--- config.mk ---
export PLATFORM = sky130hd
export DESIGN_NAME = v0_display_driver
export DESIGN_NICKNAME = d
export VERILOG_FILES = /design/src/rtl/v0_display_driver.sv
export SDC_FILE = /design/constraint.sdc
export NUM_CORES = 1
export LEC_CHECK = 0
export CAP_MARGIN = 20
export CORE_AREA = 3 3 115 117
export CTS_BUF_LIST = sky130_fd_sc_hd__clkbuf_2
export CTS_CLUSTER_SIZE = 25
export DETAILED_ROUTE_END_ITERATION = 7
export DIE_AREA = 0 0 118 120
export PLACE_DENSITY_LB_ADDON = 0.25
export RECOVER_POWER = 25
export SLEW_MARGIN = 20
export SYNTH_ARGS = -nofsm -noshare
export SYNTH_HDL_FRONTEND = slang
export SYNTH_SLANG_ARGS = --single-unit
--- constraint.sdc ---
create_clock -name clk -period 5.1 [get_ports clk]
set_clock_uncertainty 0.05 [all_clocks]
set_input_delay 1.02 -clock clk [delete_from_list [all_inputs] [get_ports clk]]
set_output_delay 1.02 -clock clk [all_outputs]
set_load 0.02 [all_outputs]
--- src/rtl/v0_display_driver.sv ---
// v0_display_driver: latches a 32-bit value and scans one 16-bit half onto a 4-digit 7-seg display.
// Define LEADING_ZERO_BLANK_EN to blank leading zero digits 3..1 of the shown half.
module v0_display_driver #(
    parameter int CLK_DIV        = 50000,
    parameter int PAGE_SCANS     = 256,
    parameter int SEG_ACTIVE_LOW = 1
) (
    input  logic        clk,
    input  logic        reset_in,
    input  logic [31:0] value_in,
    input  logic        value_valid_in,
    input  logic        page_mode_in,
    input  logic        page_in,
    output logic [6:0]  seg_out,
    output logic [3:0]  digit_out,
    output logic        page_out,
    output logic        value_ack_out
);
    localparam int CW = $clog2(CLK_DIV);
    localparam int FW = $clog2(PAGE_SCANS + 1);
    localparam logic [6:0] ZERO_GLYPH = (SEG_ACTIVE_LOW != 0) ? 7'h40 : 7'h3F;
    localparam logic [6:0] BLANK      = (SEG_ACTIVE_LOW != 0) ? 7'h7F : 7'h00;

    function automatic logic [6:0] hex_code(input logic [3:0] n);
        case (n)
            4'h0: hex_code = 7'h3F;
            4'h1: hex_code = 7'h06;
            4'h2: hex_code = 7'h5B;
            4'h3: hex_code = 7'h4F;
            4'h4: hex_code = 7'h66;
            4'h5: hex_code = 7'h6D;
            4'h6: hex_code = 7'h7D;
            4'h7: hex_code = 7'h07;
            4'h8: hex_code = 7'h7F;
            4'h9: hex_code = 7'h6F;
            4'hA: hex_code = 7'h77;
            4'hB: hex_code = 7'h7C;
            4'hC: hex_code = 7'h39;
            4'hD: hex_code = 7'h5E;
            4'hE: hex_code = 7'h79;
            default: hex_code = 7'h71;
        endcase
    endfunction

    logic [CW-1:0] cnt_q, cnt_d;
    logic [1:0]    idx_q, idx_d;
    logic [31:0]   disp_q, disp_d, shadow_q, shadow_d;
    logic          pending_q, pending_d, page_q, page_d, ack_q, ack_d;
    logic [FW-1:0] frame_q, frame_d;
    logic [3:0]    digit_q, digit_d;
    logic [6:0]    seg_q, seg_d;
    logic          tick, boundary, last_frame, blank;
    logic [15:0]   half;
    logic [3:0]    nibble;
    logic [6:0]    glyph;

    always_comb begin
        tick       = cnt_q == CW'(CLK_DIV - 1);
        boundary   = tick && idx_q == 2'd3;
        last_frame = frame_q == FW'(PAGE_SCANS - 1);
        cnt_d      = tick ? '0 : cnt_q + CW'(1);
        idx_d      = tick ? idx_q + 2'd1 : idx_q;
        // The boundary only ever moves the pre-edge shadow; a same-cycle load stays pending.
        disp_d     = (boundary && pending_q) ? shadow_q : disp_q;
        shadow_d   = value_valid_in ? value_in : shadow_q;
        pending_d  = value_valid_in | (pending_q & ~boundary);
        ack_d      = boundary & pending_q;
        page_d     = !boundary ? page_q : page_mode_in ? page_in : (last_frame ? ~page_q : page_q);
        frame_d    = !boundary ? frame_q : (page_mode_in || last_frame) ? '0 : frame_q + FW'(1);
        half       = page_d ? disp_d[31:16] : disp_d[15:0];
        nibble     = half[{idx_d, 2'b00} +: 4];
        glyph      = hex_code(nibble);
`ifdef LEADING_ZERO_BLANK_EN
        blank      = (idx_d != 2'd0) && ((half >> {idx_d, 2'b00}) == 16'h0);
`else
        blank      = 1'b0;
`endif
        digit_d    = tick ? 4'b0001 << idx_d : digit_q;
        seg_d      = !tick ? seg_q : blank ? BLANK : (SEG_ACTIVE_LOW != 0) ? ~glyph : glyph;
    end

    always_ff @(posedge clk or negedge reset_in) begin
        if (!reset_in) begin
            cnt_q     <= '0;
            idx_q     <= '0;
            disp_q    <= '0;
            shadow_q  <= '0;
            pending_q <= 1'b0;
            page_q    <= 1'b0;
            frame_q   <= '0;
            digit_q   <= 4'b0001;
            seg_q     <= ZERO_GLYPH;
            ack_q     <= 1'b0;
        end else begin
            cnt_q     <= cnt_d;
            idx_q     <= idx_d;
            disp_q    <= disp_d;
            shadow_q  <= shadow_d;
            pending_q <= pending_d;
            page_q    <= page_d;
            frame_q   <= frame_d;
            digit_q   <= digit_d;
            seg_q     <= seg_d;
            ack_q     <= ack_d;
        end
    end

    assign seg_out       = seg_q;
    assign digit_out     = digit_q;
    assign page_out      = page_q;
    assign value_ack_out = ack_q;
endmodule

After elaboration in Yosys (flattened, before gate mapping)
Memories as Yosys holds them, arrays and structs flattened.
Cells that the tools add are included.
Word-level totals
  register bits: 105
  memories: 1
  word-level logic and storage cells: 36
  output and inout port bits: 13
  bits in read-only memories: 112
  input port bits: 37
Operators by class
  shifts and indexed selects: 2
  $add $sub $neg: 3
  muxes and demuxes: 8
  reductions and logical operators: 3
  bitwise operators: 6
  equality and inequality tests: 3
Memory list
  (no name shown): words 16, width 7, rd ports 1, clocked after memory_dff 0, wr ports 0, RTL line 25  | case (n)
Operators with widths (count)
  $mux W16: 2
  $mux W32: 1
  $add A16 B1 Y16 const B: 1
  $eq A16 B16 Y1 const B: 1
  $shiftx A16 B5 Y4: 1
  $add A9 B1 Y9 const B: 1
  $eq A9 B8 Y1 const B: 1
  $mux W9: 1
  $not A7 Y7: 1
  $shl A1 B2 Y4 const A: 1
  $mux W1: 3
  $add A2 B1 Y2 const B: 1
  $and A1 B1 Y1: 2
  $eq A2 B2 Y1 const B: 1
  $logic_and A1 B1 Y1: 2
  $mux W2: 1
  $not A1 Y1: 2
  $logic_or A1 B1 Y1: 1
  $or A1 B1 Y1: 1

Longest topological paths before layout
Gate-level depths: netlist of the first run.
An unclocked memory read counts as a cell.
  word-level depth: 8
  depth in mapped cells: 21
  depth with buffers taken out: 18

Least setup slack after synthesis of the first run
Ideal clock, no wire load.
  path kind: register to register
  start: reg cnt_q[10]
  end: reg seg_q[3], in the netlist seg_out[3]
  path buffers: 2
  stages on the path, launching flop included: 16
  required time: 4915 ps
  arrival time: 3901 ps
  setup slack: 1014 ps
  period minus slack after synthesis: 4086 ps
  setup time: 135 ps
  cell sequence: dfrtp_1 -> or4b_4 -> nor4_1 -> and2_0 -> buf_2 -> buf_2 -> mux2_2 -> mux2_2 -> nand2_1 -> o311a_1 -> and4b_1 -> inv_1 -> ha_1 -> mux2_2 -> mux2i_1 -> o21ai_0
Between the ends
  longest elaborated chain between the ends: 8
  elaborated cells between the ends (all ways): 10
  those cells by class: 1 x eq/ne; 1 x shift; 4 x mux; 1 x bitwise; 2 x reduce/logical; 1 x memory
Ends and longest elaborated chain
  start, declared: RTL line 45  | logic [CW-1:0] cnt_q, cnt_d;
  start signal, assigned: RTL line 95  | cnt_q <= cnt_d;
  $eq A16 B16 Y1: RTL line 58  | tick = cnt_q == CW'(CLK_DIV - 1);
  $logic_and A1 B1 Y1: RTL line 59  | boundary = tick && idx_q == 2'd3;
  $logic_and A1 B1 Y1: RTL line 64  | disp_d = (boundary && pending_q) ? shadow_q : disp_q;
  $mux W32: RTL line 64
  via disp_d[25]: RTL line 47  | logic [31:0] disp_q, disp_d, shadow_q, shadow_d;
  $mux W16: RTL line 70  | half = page_d ? disp_d[31:16] : disp_d[15:0];
  $shiftx A16 B5 Y4: RTL line 71  | nibble = half[{idx_d, 2'b00} +: 4];
  $mem_v2 Z16 W7
  $not A7 Y7: RTL line 79  | seg_d = !tick ? seg_q : blank ? BLANK : (SEG_ACTIVE_LOW != 0) ? ~glyph : glyph;
  end signal, assigned: RTL line 103  | seg_q <= seg_d;
  end, declared: RTL line 51  | logic [6:0] seg_q, seg_d;
The timed path passes the listed nets, and every way through them passes these cells.
A chain may end at the register's enable or synchronous reset.

Worst setup path after layout of the first run
  start: reg cnt_q[11]
  end: reg seg_q[0], in the netlist seg_out[0]
Same word-level chain as after synthesis.

==> flow_metrics.tcl, run 1 <==
set metrics [dict create \
    max-vdd-ir-drop_uv 156.1 \
    arrival_ns 4.62 \
    grt_use_total 0.1498 \
    rsz0062_at_grt "false" \
    antenna_left 0 \
    seqPwrFrac 0.667 \
    yosysSeqAreaShare 0.5247 \
    grt_first_pass_wirelength_microns 17230 \
    grt_max_degree 71 \
    post_cts_buffers 0 \
    syn-instance-count 478 \
    synth_top_area_share 0.5142 \
    drtPass1Iterations 4 \
    cp-start-kind "flop" \
    grt_antenna_before_repair 0 \
    diodes 0 \
    r2r-start "cnt_q[11]" \
    synth_area_leaders "dfrtp_1 51%, mux2_2 9.4%, nand2_1 8.9%" \
    tns_ns 0 \
    vias 3533 \
    violations "max-capacitance violations, max-slew violations" \
    start_util 0.4021 \
    cts_buffers 9 \
    ys_types 53 \
    via_per_inst 5.004 \
    syn-num-nets 525 \
    finalCritPeriodShare 0.8153 \
    area_growth_pct 15.48 \
    io_pins 50 \
    hpwl_microns 7496 \
    outcome "finished, violations left" \
    combPwrFrac 0.066 \
    die_h_microns 120 \
    hold_viol_final 0 \
    critPathRequiredTime_ns 5.56 \
    crit_type "reg2reg" \
    cts.sinks 105 \
    endpoint_kind "flop" \
    cap_violations 1 \
    slew_headroom -1.472 \
    wl_per_cell_microns 14.35 \
    placed_cells 690 \
    hp-start "cnt_q[0]" \
    clk_latency_ns 0.59 \
    final_cell_mix "119 x nand2_1, 103 x dfrtp_1, 48 x clkdlybuf4s50_1, 42 x mux2_2, 30 x nor2_1" \
    die_area_sq_um 14160 \
    synth.cell_area_sq_um 5012 \
    grt_overflow 0 \
    drt_iter0_drc 154 \
    p_leak_nw 2.600 \
    row_count 41 \
    clk_pin_slew_worst_paths_ns 0.27 \
    synth_edf_count 0 \
    critPathLaunch "cnt_q[11]" \
    clock_path_buffers 2 \
    post-route-min-period_ns 4.158 \
    cp_max_fo 32 \
    layout_commonest_cell "nand2_1" \
    hp-class "reg2reg" \
    async_flop_share 1.000 \
    finalSetupViolations 0 \
    cts_root_buffer "clkbuf_2" \
    htree_levels 3 \
    synthFlopType "dfrtp_1" \
    cts_hold_buf 0 \
    chipWidth_microns 118 \
    wl_microns 10130 \
    cts_resized 0 \
    place.gp.congestion 0.7859 \
    synth_top_cell_by_area "dfrtp_1" \
    clock_power_share 0.266 \
    switching_share 0.2575 \
    io_buffers 49 \
    yosys_register_bits 105 \
    tightest_slew_ns 3.708 \
    grt_pass1_vias 3493 \
    syn_avg_cell_area_sq_um 10.49 \
    p_per_area_nw_per_um2 229.4 \
    p_total_mw 1.328 \
    max_freq_mhz 240.5 \
    yosysWarnings 0 \
    slew_violations 71 \
    intPower_uw 985.8 \
    nets 576 \
    switchingPower_uw 341.9 \
    cts_tree "yes" \
    layout.cells.non_filler 706 \
    drive_gt1_frac 0.1404 \
    core_sq_um 12470 \
    route.detailed.drc 0 \
]
logic make-up after synthesis:
family                   Yosys count  share of synthesized area
adder cells (fa/ha/maj)           10                    0.02496
AO/OA/AOI/OAI                     44                    0.05442
XOR/XNOR                          19                    0.03320
flip-flops                       105                     0.5247
multiplexers                      65                     0.1428
buffers and inverters             26                    0.02471
AND/OR/NAND/NOR                  209                     0.1952
through the flow:
stage,hold WS [ns],cell area (sq um),util,setup WS (ns)
2_1_floorplan,0.3751,5012,-,1.014
3_3_place_gp,0.3916,5697,0.4570,0.9705
3_5_place_dp,0.3932,5697,0.4570,0.8542
4_1_cts,0.4227,5792,0.4646,0.9727
5_1_grt,0.4473,5788,0.4643,0.5283
6_report,0.4186,5788,0.4643,0.9420
cells in the mapped netlist (2+ instances only):
library cell  count
a21boi_0          2
a21oi_1          10
a31oi_1           3
and2_1            2
and3_1            8
buf_1             2
buf_2             3
buf_4             2
buf_6             2
clkbuf_1         11
dfrtp_1         103
dfstp_2           2
ha_1             10
inv_1             6
mux2_2           42
mux2i_1          22
nand2_1         119
nand3_1          13
nand4_1          11
nand4bb_1         2
nor2_1           30
nor3_1            5
nor4_1            2
nor4bb_1          2
o21ai_0          10
o21ai_1           2
o21bai_1          2
o22ai_1           7
or3_1             2
xnor2_1           6
xor2_1           13
per-layer routing:
| metal | wire length, microns | global-route usage | vias up |
|---|---|---|---|
| met5 | 0 | 0 | - |
| met4 | 124 | 0.03077 | 0 |
| met3 | 374 | 0.04288 | 11 |
| met2 | 5061 | 0.2530 | 51 |
| met1 | 4568 | 0.1935 | 1726 |
| li1 | - | - | 1745 |
final timing paths:
check | end | slack [ns] | cells after the start
min in group asynchronous | disp_q[5] | 1.61 | 1
worst max-delay path | seg_out[0] | 0.94 | 16
worst max register to register | seg_out[0] | 0.94 | 16
max in group asynchronous | cnt_q[5] | 1.34 | 1
worst min register to register | cnt_q[0] | 0.42 | 1
worst min-delay path | cnt_q[0] | 0.42 | 1
cell type report:
| cell class | instances | area, sq um |
|---|---|---|
| Multi-Input combinational cell | 347 | 2258 |
| Timing Repair Buffer | 60 | 566.8 |
| Sequential cell | 105 | 2630 |
| Clock inverter | 7 | 50.05 |
| Fill cell | 1200 | 6678 |
| Tap cell | 172 | 215.2 |
| Inverter | 6 | 22.52 |
| Clock buffer | 9 | 45.04 |
registers in the layout, summed over array words and instances, names as in the netlist:
register	flops
pending_q	1
cnt_q	16
disp_q	32
value_ack_out	1
seg_out	7
page_out	1
idx_q	2
shadow_q	32
frame_q	9
digit_out	4
power by group through the flow:
stage / combinational (mW) / clock (mW) / sequential [mW]
global route: 0.0994 / 0.411 / 0.892
floorplan: 0.0410 / 0 / 0.892
finish: 0.0882 / 0.353 / 0.886
detailed placement: 0.0917 / 0 / 0.901
CTS: 0.0918 / 0.373 / 0.887
global placement: 0.0892 / 0 / 0.900
worst max-delay path, stage by stage, from the launching register on:
cell	delay (ns)
dfrtp_1	0.50
or4b_4	0.57
nor4_1	0.27
buf_4	0.19
and2_0	0.15
buf_4	0.33
mux2_2	0.39
mux2_2	0.26
nand2_1	0.06
o311a_1	0.16
and4b_1	0.31
inv_1	0.13
ha_1	0.22
inv_1	0.10
nor3_1	0.06
a311oi_1	0.26
o21ai_1	0.09
Note: power is estimated with default switching activity, not from simulation.
==> inputs of run 2 (changes only) <==
clock period = 4.2 ns   (was 5.1 ns; I/O delays follow)
==> flow_metrics.tcl, run 2 (synthesis results as in run 1) <==
set metrics [dict create \
    r2r-end "seg_out[0]" \
    cts_root_buffer "clkbuf_2" \
    multi_input_area_sq_um 2258 \
    finalSetupViolations 0 \
    clk_latency_ns 0.63 \
    wl_per_cell_microns 14.44 \
    p_leak_nw 2.628 \
    area_growth_pct 16.68 \
    route.detailed.drc 0 \
    grt_overflow 0 \
    tightest_slew_ns 1.956 \
    layout.cells.non_filler 710 \
    slew_violations 81 \
    post_cts_buffers 0 \
    post-route-min-period_ns 3.912 \
    cp-start-kind "flop" \
    hold_viol_final 0 \
    endpoint_kind "flop" \
    io_pins 50 \
    p_per_area_nw_per_um2 277.5 \
    row_count 41 \
    die_h_microns 120 \
    reg_top3 "disp_q: 32 flops, shadow_q: 32 flops, cnt_q: 16 flops" \
    die_area_sq_um 14160 \
    hold_slack_ns 0.4331 \
    r2r_cells 15 \
    cap_violations 1 \
    placed_area_sq_um 5752 \
    max_freq_mhz 255.6 \
    placed_cells 694 \
    crit_path_top_delay_cell "or4b_4" \
    max-vdd-ir-drop_uv 203.0 \
    start_util 0.4021 \
    drtPass1Iterations 4 \
    tns_ns 0 \
    layout_commonest_cell "nand2_1" \
    crit_chain "or4b_4 > or4_4 > o21ai_1 > nand2_1 > buf_4 > mux2i_1 > or3_1 > o311a_1 > and4b_1 > inv_1 > ha_1 > inv_1 > nor3_1 > a311oi_1 > o21ai_1" \
    chipWidth_microns 118 \
    nFillCells 1195 \
    drt_iter0_drc 209 \
    endpoint "seg_out[0]" \
    regArea_sq_um 2630 \
    rsz0062_at_grt "false" \
    place.gp.congestion 0.7968 \
    grt_use_total 0.1550 \
    via_per_inst 5.069 \
    critPathLaunch "cnt_q[11]" \
    cts_resized 0 \
    grt_antenna_before_repair 0 \
    io_buffers 49 \
    grt_first_pass_wirelength_microns 17590 \
    hpwl_microns 7610 \
    slowest_delay_ns 0.58 \
    grt_max_degree 81 \
    core_sq_um 12470 \
    crit_type "reg2reg" \
    grt_pass1_vias 3613 \
    outcome "finished, violations left" \
    htree_levels 3 \
    cp_max_fo 8 \
    cts_buffers 9 \
    cts.sinks 105 \
    hp-class "reg2reg" \
    final_cell_mix "119 x nand2_1, 103 x dfrtp_1, 48 x clkdlybuf4s50_1, 42 x mux2_2, 30 x nor2_1" \
    wl_microns 10250 \
    antenna_left 0 \
    arrival_ns 4.42 \
    p_total_mw 1.623 \
    finalCritPeriodShare 0.9315 \
    drive_gt1_frac 0.1487 \
    nets 580 \
    cts_hold_buf 0 \
    clock_path_buffers 2 \
    critPathRequiredTime_ns 4.71 \
    violations "max-capacitance violations, max-slew violations" \
    r2r_slack_ns 0.29 \
    slew_headroom -0.3038 \
    cts_tree "yes" \
    diodes 0 \
    clk_pin_slew_worst_paths_ns 0.28 \
    r2r-start "cnt_q[11]" \
    vias 3599 \
    finalInstanceArea_sq_um 5848 \
]
run 2: cell types whose count changed in the layout (fill, tap and decap cells not counted):
cell	previous run	this run
buf_12	0	2
buf_4	11	13
clkbuf_1	1	0
clkbuf_2	9	10
clkinvlp_4	1	2
inv_6	4	1
inv_8	0	2
run 2: per-layer routing:
| metal | up-vias | part of all wire | GRT usage |
|---|---|---|---|
| li1 | 1764 | - | - |
| met1 | 1763 | 0.45 | 0.1963 |
| met2 | 66 | 0.51 | 0.2630 |
| met3 | 6 | 0.033 | 0.04336 |
| met4 | 0 | 0.0083 | 0.04029 |
| met5 | - | 0 | 0 |
run 2: worst max-delay path: cells and delay by family (launching register included):
| kind | cells | cell delay [ns] |
|---|---|---|
| compound gates | 4 | 0.48 |
| fa+ha+maj | 1 | 0.19 |
| buf+inv | 3 | 0.45 |
| flops | 1 | 0.50 |
| mux | 1 | 0.12 |
| simple gates | 6 | 2.08 |
run 2: where the power goes:
group | switching, mW | internal (mW)
registers | 0.0287 | 1.05
logic | 0.0442 | 0.0654
clock network | 0.351 | 0.0847
total | 0.424 | 1.20
run 2: final cells by class:
class,count,area share
inverters,6,0.003851
clock inverters,7,0.009200
clock buffers,9,0.007702
well taps,172,0.03680
repair buffers,64,0.1065
flip-flops and latches,105,0.4497
multi-input cells,347,0.3862
run 2: per-stage QoR:
step / util / setup slack, ns
finish: 0.4691 / 0.2875
global route: 0.4691 / 0.05430
CTS: 0.4693 / 0.2671
detailed placement: 0.4614 / 0.3102
global placement: 0.4614 / 0.3598
floorplan: - / 0.1136
run 2: worst min path at each step:
| stage | slack (ns) | to | depth (start not counted) | start |
|---|---|---|---|---|
| 6_report | 0.43 | cnt_q[0] | 1 | cnt_q[0] |
| 5_1_grt | 0.47 | cnt_q[0] | 1 | cnt_q[0] |
| 4_1_cts | 0.27 | disp_q[9] | 1 | reset_in |
| 3_5_place_dp | 0.40 | disp_q[21] | 2 | disp_q[21] |
| 3_3_place_gp | 0.39 | disp_q[21] | 2 | disp_q[21] |
| 2_1_floorplan | 0.38 | cnt_q[0] | 1 | cnt_q[0] |
